--- src/rtl/fir_decim_requant.sv ---
// Decimating requantiser behind the 63-tap FIR: keeps every DECIM-th sample, shifts and saturates
// it to OUT_W bits and queues it in a show-ahead FIFO. Define FIR_DECIM_ROUND_EN for round-half-up.
module fir_decim_requant #(
    parameter int IN_W  = 20,
    parameter int OUT_W = 12,
    parameter int SHIFT = 8,
    parameter int DECIM = 4,
    parameter int DEPTH = 8
) (
    input  logic                       CLK,
    input  logic                       RSTN,
    input  logic                       in_valid,
    input  logic [IN_W-1:0]            in_data,
    input  logic                       out_ready,
    output logic                       out_valid,
    output logic [OUT_W-1:0]           out_data,
    output logic [$clog2(DEPTH):0]     level,
    output logic                       drop,
    input  logic                       drop_clr
);

    localparam int PW = (DECIM > 1) ? $clog2(DECIM) : 1;
    localparam int AW = $clog2(DEPTH);
    localparam logic [PW-1:0] PHASE_LAST = PW'(DECIM - 1);
    localparam logic [AW:0]   COUNT_FULL = (AW + 1)'(DEPTH);
    localparam logic signed [IN_W:0] SAT_MAX = (IN_W + 1)'((1 << (OUT_W - 1)) - 1);
    localparam logic signed [IN_W:0] SAT_MIN = (IN_W + 1)'(-(1 << (OUT_W - 1)));
`ifdef FIR_DECIM_ROUND_EN
    localparam int RND_POS = (SHIFT > 0) ? SHIFT - 1 : 0;
    localparam logic signed [IN_W:0] RND = (SHIFT > 0) ? (IN_W + 1)'(1 << RND_POS) : '0;
`else
    localparam logic signed [IN_W:0] RND = '0;
`endif

    logic [PW-1:0]          phase;
    logic                   take;
    logic                   s0_valid;
    logic [IN_W-1:0]        s0_data;
    logic                   s1_valid;
    logic [OUT_W-1:0]       s1_q;
    logic signed [IN_W:0]   ext;
    logic signed [IN_W:0]   sum;
    logic signed [IN_W:0]   shifted;
    logic [OUT_W-1:0]       q_sat;

    logic [OUT_W-1:0]       mem [DEPTH];
    logic [AW-1:0]          wr_ptr;
    logic [AW-1:0]          rd_ptr;
    logic [AW:0]            count;
    logic                   full;
    logic                   pop;
    logic                   push_ok;
    logic                   drop_set;

    assign take = in_valid && (phase == PHASE_LAST);

    always_ff @(posedge CLK or negedge RSTN) begin
        if (!RSTN) begin
            phase    <= '0;
            s0_valid <= 1'b0;
            s0_data  <= '0;
            s1_valid <= 1'b0;
            s1_q     <= '0;
        end else begin
            if (in_valid) begin
                phase <= (phase == PHASE_LAST) ? '0 : phase + 1'b1;
            end
            s0_valid <= take;
            if (take) begin
                s0_data <= in_data;
            end
            s1_valid <= s0_valid;
            if (s0_valid) begin
                s1_q <= q_sat;
            end
        end
    end

    // One extra bit of headroom keeps the rounding add from wrapping before saturation.
    always_comb begin
        ext     = {s0_data[IN_W-1], s0_data};
        sum     = ext + RND;
        shifted = sum >>> SHIFT;
        if (shifted > SAT_MAX) begin
            q_sat = SAT_MAX[OUT_W-1:0];
        end else if (shifted < SAT_MIN) begin
            q_sat = SAT_MIN[OUT_W-1:0];
        end else begin
            q_sat = shifted[OUT_W-1:0];
        end
    end

    // Sink handshake: an entry leaves on any edge where out_valid && out_ready; out_data is the
    // head entry, stable while out_valid is high and not popped. A full FIFO still takes a push
    // when a pop happens on the same edge; otherwise the push is lost and drop is set.
    assign full      = (count == COUNT_FULL);
    assign out_valid = (count != '0);
    assign pop       = out_valid && out_ready;
    assign push_ok   = s1_valid && (!full || pop);
    assign drop_set  = s1_valid && full && !pop;
    assign out_data  = out_valid ? mem[rd_ptr] : '0;
    assign level     = count;

    always_ff @(posedge CLK) begin
        if (push_ok) begin
            mem[wr_ptr] <= s1_q;
        end
    end

    always_ff @(posedge CLK or negedge RSTN) begin
        if (!RSTN) begin
            wr_ptr <= '0;
            rd_ptr <= '0;
            count  <= '0;
            drop   <= 1'b0;
        end else begin
            if (push_ok) begin
                wr_ptr <= wr_ptr + 1'b1;
            end
            if (pop) begin
                rd_ptr <= rd_ptr + 1'b1;
            end
            case ({push_ok, pop})
                2'b10:   count <= count + 1'b1;
                2'b01:   count <= count - 1'b1;
                default: count <= count;
            endcase
            if (drop_set) begin
                drop <= 1'b1;
            end else if (drop_clr) begin
                drop <= 1'b0;
            end
        end
    end

endmodule

--- config.mk ---
export PLATFORM = sky130hd
export DESIGN_NAME = fir_decim_requant
export DESIGN_NICKNAME = d
export VERILOG_FILES = /design/src/rtl/fir_decim_requant.sv
export SDC_FILE = /design/constraint.sdc
export NUM_CORES = 1
export LEC_CHECK = 0
export ABC_CLOCK_PERIOD_IN_PS = 2600
export CAP_MARGIN = 20
export CORE_MARGIN = 2
export CORE_UTILIZATION = 57
export DETAILED_ROUTE_END_ITERATION = 7
export GPL_ROUTABILITY_DRIVEN = 1
export GPL_TIMING_DRIVEN = 0
export HOLD_SLACK_MARGIN = 0.02
export PLACE_DENSITY = 0.78
export SLEW_MARGIN = 20
export SYNTH_ARGS = -nofsm -noshare
export SYNTH_HDL_FRONTEND = slang
export SYNTH_SLANG_ARGS = --single-unit
--- constraint.sdc ---
create_clock -name CLK -period 2.6 [get_ports CLK]
set_input_delay 0.26 -clock CLK [delete_from_list [all_inputs] [get_ports CLK]]
set_output_delay 0.26 -clock CLK [all_outputs]
set_load 0.05 [all_outputs]
==> results of run 1 <==
-- state kept, by name, indices dropped and copies added (netlist names) --
| signal | count |
|---|---|
| level | 4 |
| rd_ptr | 3 |
| s1_valid | 1 |
| s0_data | 12 |
| s0_valid | 1 |
| mem | 96 |
| wr_ptr | 3 |
| drop | 1 |
| phase | 2 |
| s1_q | 12 |
-- synthesized netlist by cell type, types with 2 or more instances --
| master | n | area [um^2] |
|---|---|---|
| mux2i_1 | 12 | 120 |
| o22ai_1 | 3 | 18.8 |
| buf_1 | 3 | 11.3 |
| nand2_1 | 7 | 26.3 |
| dfrtp_1 | 39 | 976 |
| mux4_2 | 24 | 541 |
| xnor2_1 | 4 | 35.0 |
| a21oi_1 | 2 | 10.0 |
| clkbuf_1 | 5 | 18.8 |
| edfxtp_1 | 96 | 2880 |
| nor2_1 | 22 | 82.6 |
| buf_2 | 4 | 20.0 |
| xor2_1 | 3 | 26.3 |
| ha_1 | 4 | 50.1 |
| mux2_2 | 28 | 315 |
| nor3_1 | 3 | 15.0 |
| nand2b_1 | 3 | 18.8 |
| inv_1 | 3 | 11.3 |
-- layout by cell type, fill, tap and decap left out, types with 2 or more instances in the layout --
cell | Yosys | layout
dfrtp_1 | 39 | 39
buf_1 | 3 | 2
nor2_1 | 22 | 15
clkinvlp_4 | 0 | 2
clkbuf_4 | 0 | 2
mux2i_2 | 0 | 3
nor3_4 | 0 | 2
clkbuf_16 | 0 | 16
xnor2_1 | 4 | 4
mux2_2 | 28 | 28
bufinv_16 | 0 | 5
buf_2 | 4 | 14
buf_12 | 0 | 3
clkinv_4 | 0 | 4
clkdlybuf4s50_1 | 0 | 20
ha_1 | 4 | 4
nor2_2 | 1 | 5
xor2_1 | 3 | 3
mux4_2 | 24 | 24
a21oi_1 | 2 | 2
o22ai_1 | 3 | 3
clkbuf_1 | 5 | 2
inv_6 | 0 | 2
mux2i_1 | 12 | 9
inv_1 | 3 | 3
clkbuf_8 | 0 | 2
edfxtp_1 | 96 | 96
nand2b_1 | 3 | 3
nand2_1 | 7 | 7
nor2_4 | 0 | 3
-- per-stage QoR --
stage | cells | total power, mW
2_1_floorplan | 278 | 5.34
3_3_place_gp | 423 | 6.11
3_5_place_dp | 424 | 6.23
4_1_cts | 456 | 8.77
5_1_grt | 456 | 9.13
6_report | 456 | 8.74
-- worst reg2reg max path, cell delays in order (launching register included) --
cell and delay [ns]:
dfrtp_1 0.47, nor2b_1 0.19, a21oi_1 0.39, nand2_1 0.34, nor3_4 0.62
-- worst max-delay path by stage --
stage                           to  slack, ns  depth (start not counted)
2_1_floorplan  mem[3][0]$_DFFE_PP_       0.18                          5
3_3_place_gp           out_data[7]      -0.37                          6
3_5_place_dp           out_data[7]      -0.42                          6
4_1_cts                out_data[7]      -0.12                          6
5_1_grt               out_data[10]      -0.01                          6
6_report              out_data[10]        0.1                          6
-- layer usage --
layer,up-vias,global-route usage [%],part of all wire [%]
met1,1336,29.1,42
met4,0,8.64,1.3
met5,-,0,0
met2,67,32.2,50
met3,13,6.06,6.7
li1,1202,-,-
-- power breakdown --
part / switching (mW) / leakage [nW] / internal [mW]
clock network: 0.896 / 0.306 / 1.66
logic: 1.63 / 0.705 / 1.17
registers: 0.453 / 1.34 / 2.93
-- final cells by class --
cell class                 count  area [um^2]  area share, %
tap                          111          139           2.14
timing repair buffer          36          304           4.68
sequential                   135         3860           59.4
clock inverter                14          223           3.43
buffer                        11          108           1.66
inverter                       4         15.0          0.231
clock buffer                  18          418           6.43
multi-input combinational    127         1440           22.1
-- kinds of logic after synthesis --
logic type,synth area share (%)
simple gates,3.55
compound gates,1.51
buf+inv,1.23
mux,18.7
flops,72.9
fa+ha+maj,0.945
xor+xnor,1.16
-- what timing repair did --
item                                    4_1_cts  5_1_grt
endpoints found under the setup margin       49       34
hold buffers                                  1        0
endpoints found under the hold margin        39        0
gates resized for setup                      76       15
buffers inserted                              0        0
==> qor.csv, run 1 <==
stage;metric;value;unit
run_status;status;complete, no violations;
global_route;initial antenna violation count;0;
worst_setup_path;max incr delay on CP;0.55;ns
timing;Final period util;96.3;%
cts;H-tree depth;4;
detailed_routing;DRT iter0 DRCs;171;
worst_setup_path;FF-to-FF End;mem[1][8]$_DFFE_PP_;
global_route;global route total overflow;0;
timing;RSZ-0062 raised after global routing;yes;
die;core area;9110;um^2
die;Die Ht;100;um
worst_setup_path;Worst EP arrival;2.24;ns
power_and_ir_drop;pwr dens;1340;nW/um^2
global_route;largest net degree at the start of global routing;32;
synthesis;Primary FF master, synth;edfxtp_1;
die;Starting Density;58.1;%
synthesis;EDFF count, synth;96;
layout;Nets;361;
timing;fin. max-slew vios;0;
timing;setup ws final;0.0956;ns
cts;CTS Buf Count;17;
synthesis;async set-reset flop share out of synthesis;28.9;%
cts;clock tree buffer depth;2;
detailed_routing;routed len/inst;20.6;um
worst_setup_path;CP top delay family;multiplexers;
timing;Hold Worst Slack;0.142;ns
place;dpl ws;-0.417;ns
place;hpwl dp;5610;um
die;Rows;35;
worst_setup_path;Critical R2R Launch;level[3]$_DFFE_PN0P_;
detailed_routing;routed wire length;9410;um
timing;Final Hold Viols;0;
synthesis;Synthesized Nets;307;
synthesis;Ys Warns;0;
power_and_ir_drop;worst vdd ir;0.712;mV
cts;worst-skew pair later-pin latency;0.51;ns
cts;TritonCTS clock tree;yes;
worst_setup_path;critical setup path kind;reg -> out;
detailed_routing;number of vias in the routed layout;2618;
timing;Clock Skews;0.00778;ns
global_route;Tot GR Track Use;21.1;%
place;placed cell areas;5810;um^2
place;port bufs;34;
timing;Final Setup Violations;0;
synthesis;synthesized area per cell;19.0;um^2
detailed_routing;DR pass1 iterations;4;
synthesis;Seq/Total Area, Yosys;72.9;%
worst_setup_path;endpoint class of the critical path;output port;
cts;Sinks on Clock Net;135;
timing;fin crit period;2.50;ns
job;Max Cap Violations;0;
die;chip width;100;um
worst_setup_path;Req. time, crit path;2.34;ns
worst_setup_path;CP Launch Point;rd_ptr[0]$_DFFE_PN0N_;
worst_setup_path;CP Max Fanout;10;
die;die area;10100;um^2
cts;CTS Root Cell;clkbuf_8;
synthesis;mapped cell area;5290;um^2
worst_setup_path;element type at the critical path start;flop;
layout;fillers;569;
layout;area delta synth->final;22.8;%
global_route;first-pass GRT wire length;14900;um
layout;post-layout util;71.4;%
synthesis;number of unique standard cell types used by synthesis;31;
worst_setup_path;CP Buf/Inv Count;3;
power_and_ir_drop;Leakage;2.35;nW
die;io pins;43;
global_route;vias in the first global route;2677;
worst_setup_path;critical-path cell list;buf_6 > buf_12 > mux4_2 > mux2i_2 > nor2_1 > buf_2;
layout;final instance area;6500;um^2
timing;Peak Freq;0.399;GHz
timing;Max-slew headroom;49.0;%
detailed_routing;Vias/cell;5.74;
worst_hold_path;min-delay worst type;in -> async;
worst_setup_path;r2r worst-path depth;4;
synthesis;Syn Inst Count;278;
place;Final GP Congestion;0.778;
layout;Antenna diodes;0;
worst_setup_path;flop2flop setup slack;0.21;ns
synthesis;Seq cells post-synth;135;
timing;setup_tns;0;ns
cts;Clk pin slew, worst setup/hold paths;0.06;ns
detailed_routing;DRC viols;0;
timing;Worst Tran Pin Value;0.765;ns
detailed_routing;Antenna Nets Post-Route;0;
worst_setup_path;CP max stage cell;mux4_2;
layout;share of cells above drive strength 1;35.4;%
Note: power is estimated with default switching activity, not from simulation.
==> run 2, diff against run 1 <==
--- a/config.mk
+++ b/config.mk
@@ -9,6 +9,7 @@
 export CAP_MARGIN = 20
 export CORE_MARGIN = 2
 export CORE_UTILIZATION = 57
+export CTS_CLUSTER_SIZE = 30
 export DETAILED_ROUTE_END_ITERATION = 7
 export GPL_ROUTABILITY_DRIVEN = 1
 export GPL_TIMING_DRIVEN = 0
==> results of run 2 <==
The final DEF is identical to that of run 1; final timing and power are the same.
==> run 3, diff against run 2 <==
--- a/config.mk
+++ b/config.mk
@@ -8,13 +8,12 @@
 export ABC_CLOCK_PERIOD_IN_PS = 2600
 export CAP_MARGIN = 20
 export CORE_MARGIN = 2
-export CORE_UTILIZATION = 57
+export CORE_UTILIZATION = 35
 export CTS_CLUSTER_SIZE = 30
 export DETAILED_ROUTE_END_ITERATION = 7
 export GPL_ROUTABILITY_DRIVEN = 1
 export GPL_TIMING_DRIVEN = 0
 export HOLD_SLACK_MARGIN = 0.02
-export PLACE_DENSITY = 0.78
 export SLEW_MARGIN = 20
 export SYNTH_ARGS = -nofsm -noshare
 export SYNTH_HDL_FRONTEND = slang
==> run 3 against run 2 <==
  * Combinational power hardly changed
  * Critical endpoint is now out_data[4]
  * Cell count increased by 16%
  * Count of clock-buffer cells in the layout unchanged
  * Sequential cell count stayed put
  * Sequential share of layout area shrank 0.27 points
  * Global-route usage decreased by 8.1 points
  * Clock skew about the same
  * Setup slack gained 0.0039 ns
==> qor.csv, run 3 (same netlist as run 1, synthesis figures left out) <==
stage;metric;value;unit;change
worst_setup_path;flop2flop setup slack;0.22;ns;about the same
timing;fin crit period;2.50;ns;-0.00394 ns
timing;Max-slew headroom;47.8;%;-1.2 points
die;core area;14600;um^2;+61%
detailed_routing;DRT iter0 DRCs;133;;-22%
layout;share of cells above drive strength 1;34.2;%;-1.2 points
timing;Peak Freq;0.400;GHz;+0.16%
global_route;Tot GR Track Use;13.0;%;-8.1 points
layout;biggest regs;mem (96), s0_data (12), s1_q (12);;
die;io pins;43;;unchanged
power_and_ir_drop;total power;8.58;mW;-1.8%
layout;Largest Register;mem;;
cts;post-CTS setup buffers;0;;unchanged
cts;Clk pin slew, worst setup/hold paths;0.06;ns;about the same
place;port bufs;34;;unchanged
layout;Antenna diodes;0;;unchanged
power_and_ir_drop;pwr dens;1310;nW/um^2;-2.2%
detailed_routing;DR pass1 iterations;6;;+2
die;Rows;44;;+26%
die;die area;16100;um^2;+60%
die;Die Ht;127;um;+27%
layout;most common cell after layout, fill and taps aside;edfxtp_1;;
worst_setup_path;endpoint class of the critical path;output port;;
cts;clock tree buffer depth;2;;unchanged
layout;Sequential Area;3860;um^2;unchanged
worst_setup_path;r2r worst-path depth;4;;unchanged
cts;Sinks on Clock Net;135;;unchanged
timing;Worst Tran Pin Value;0.783;ns;+0.0179 ns
global_route;global route total overflow;0;;unchanged
global_route;first-pass GRT wire length;15400;um;+3.3%
detailed_routing;routed wire length;9760;um;+3.7%
worst_setup_path;Critical R2R Launch;level[3]$_DFFE_PN0P_;;
timing;fin. max-slew vios;0;;unchanged
worst_setup_path;CP Launch Point;rd_ptr[0]$_DFFE_PN0N_;;
die;Starting Density;36.2;%;-22 points
timing;Final Hold Viols;0;;unchanged
layout;Layout Cells excl Fill;529;;+16%
worst_setup_path;Req. time, crit path;2.34;ns;about the same
place;Final GP Congestion;0.728;;-6.4%
job;Max Cap Violations;0;;unchanged
timing;Clock Skews;0.00733;ns;-0.000456 ns
power_and_ir_drop;Leakage;2.33;nW;-0.84%
cts;CTS Root Cell;clkbuf_16;;
detailed_routing;routed len/inst;18.5;um;-11%
global_route;vias in the first global route;2718;;+1.5%
die;chip width;127;um;+27%
place;hpwl dp;6160;um;+9.7%
worst_setup_path;CP endpoint;out_data[4];;
layout;Multi-input gate area;1410;um^2;-1.8%
place;placed insts;497;;+17%
detailed_routing;Vias/cell;4.87;;-15%
power_and_ir_drop;worst vdd ir;0.775;mV;+8.9%
layout;fillers;1287;;+130%
worst_setup_path;CP Max Fanout;10;;unchanged
detailed_routing;number of vias in the routed layout;2576;;-1.6%
worst_setup_path;element type at the critical path start;flop;;
timing;Final period util;96.2;%;-0.15 points
global_route;initial antenna violation count;0;;unchanged
worst_setup_path;critical setup path kind;reg -> out;;
cts;worst-skew pair later-pin latency;0.41;ns;-0.10 ns
worst_setup_path;Worst EP arrival;2.24;ns;about the same
timing;Final Setup Violations;0;;unchanged
cts;H-tree depth;4;;unchanged
global_route;largest net degree at the start of global routing;29;;-9.4%
place;dpl ws;-0.470;ns;-0.0526 ns
layout;Nets;361;;unchanged
timing;RSZ-0062 raised after global routing;no;;
cts;CTS Buf Count;17;;unchanged
layout;area delta synth->final;23.4;%;
cts;TritonCTS clock tree;yes;;
timing;setup ws final;0.0995;ns;+0.00394 ns
layout;most frequent cells in the layout;edfxtp_1, dfrtp_1, mux2_2;;
layout;number of flip-flops in the largest register;96;;unchanged
run_status;status;complete, no violations;;
detailed_routing;Antenna Nets Post-Route;0;;unchanged
worst_setup_path;FF-to-FF End;mem[5][5]$_DFFE_PP_;;
worst_hold_path;min-delay worst type;in -> async;;
detailed_routing;DRC viols;0;;unchanged
[run 3: cell types whose count changed in the layout (fill, tap and decap cells not counted), moves of 3 or more]
cell / before / now
buf_2: 14 / 11
clkdlybuf4s15_2: 1 / 4
mux2i_1: 9 / 12
mux2i_2: 3 / 0
nor2_2: 5 / 8
nor2_4: 3 / 0
[run 3: layer usage]
layer / GRT usage, % / vias to the layer above / wire [um]
li1: - / 1198 / -
met1: 16.9 / 1312 / 4450
met4: 5.04 / 0 / 163
met5: 0 / - / 0
met3: 3.52 / 15 / 392
met2: 21.1 / 51 / 4760
[run 3: critical path: stages, from the launching register on]
cell	delay, ns
dfrtp_1	0.34
buf_4	0.20
buf_8	0.20
mux4_2	0.53
mux2i_1	0.16
nor2_1	0.05
clkdlybuf4s15_2	0.33
[run 3: final cells by class]
type / count / area share [%]
clock inverter: 14 / 2.66
clock buffer: 18 / 6.57
buffer: 11 / 1.25
sequential: 135 / 59.1
inverter: 4 / 0.230
tap: 184 / 3.52
timing repair buffer: 36 / 5.10
multi-input combinational: 127 / 21.6
[run 3: how the worst min path moves through the flow]
stage                  startpoint                      end  slack, ns  depth (start not counted)
2_1_floorplan                RSTN         drop$_DFFE_PN0P_      -0.04                          0
3_3_place_gp   s0_valid$_DFF_PN0_       s1_valid$_DFF_PN0_       0.46                          0
3_5_place_dp                 RSTN  s0_data[12]$_DFFE_PN0P_       0.16                          1
4_1_cts                      RSTN  s0_data[14]$_DFFE_PN0P_       0.25                          2
5_1_grt                      RSTN  s0_data[14]$_DFFE_PN0P_       0.26                          2
6_report                     RSTN  s0_data[12]$_DFFE_PN0P_       0.26                          2
[run 3: timing repair]
item / 4_1_cts / 5_1_grt
resized for setup: 55 / 17
endpoints found under the setup margin: 13 / 12
hold buffers: 1 / 0
pin swaps: 0 / 0
endpoints found under the hold margin: 34 / 0
[run 3: stage by stage]
step                setup TNS [ns]  area, um^2  hold slack [ns]  util, %
global route                     0        6530            0.263     44.6
finish                           0        6530            0.257     44.6
detailed placement          -15.97        5920            0.162     40.4
CTS                        -0.0331        6570            0.252     44.9
floorplan                        0        5300          -0.0356        -
global placement            -38.53        5870            0.463     40.1
[run 3: power breakdown]
group,switching (mW),total [mW],internal (mW)
Sequential,0.459,3.38,2.93
Clock,0.909,2.42,1.51
Combinational,1.62,2.77,1.15
Total,2.99,8.58,5.59
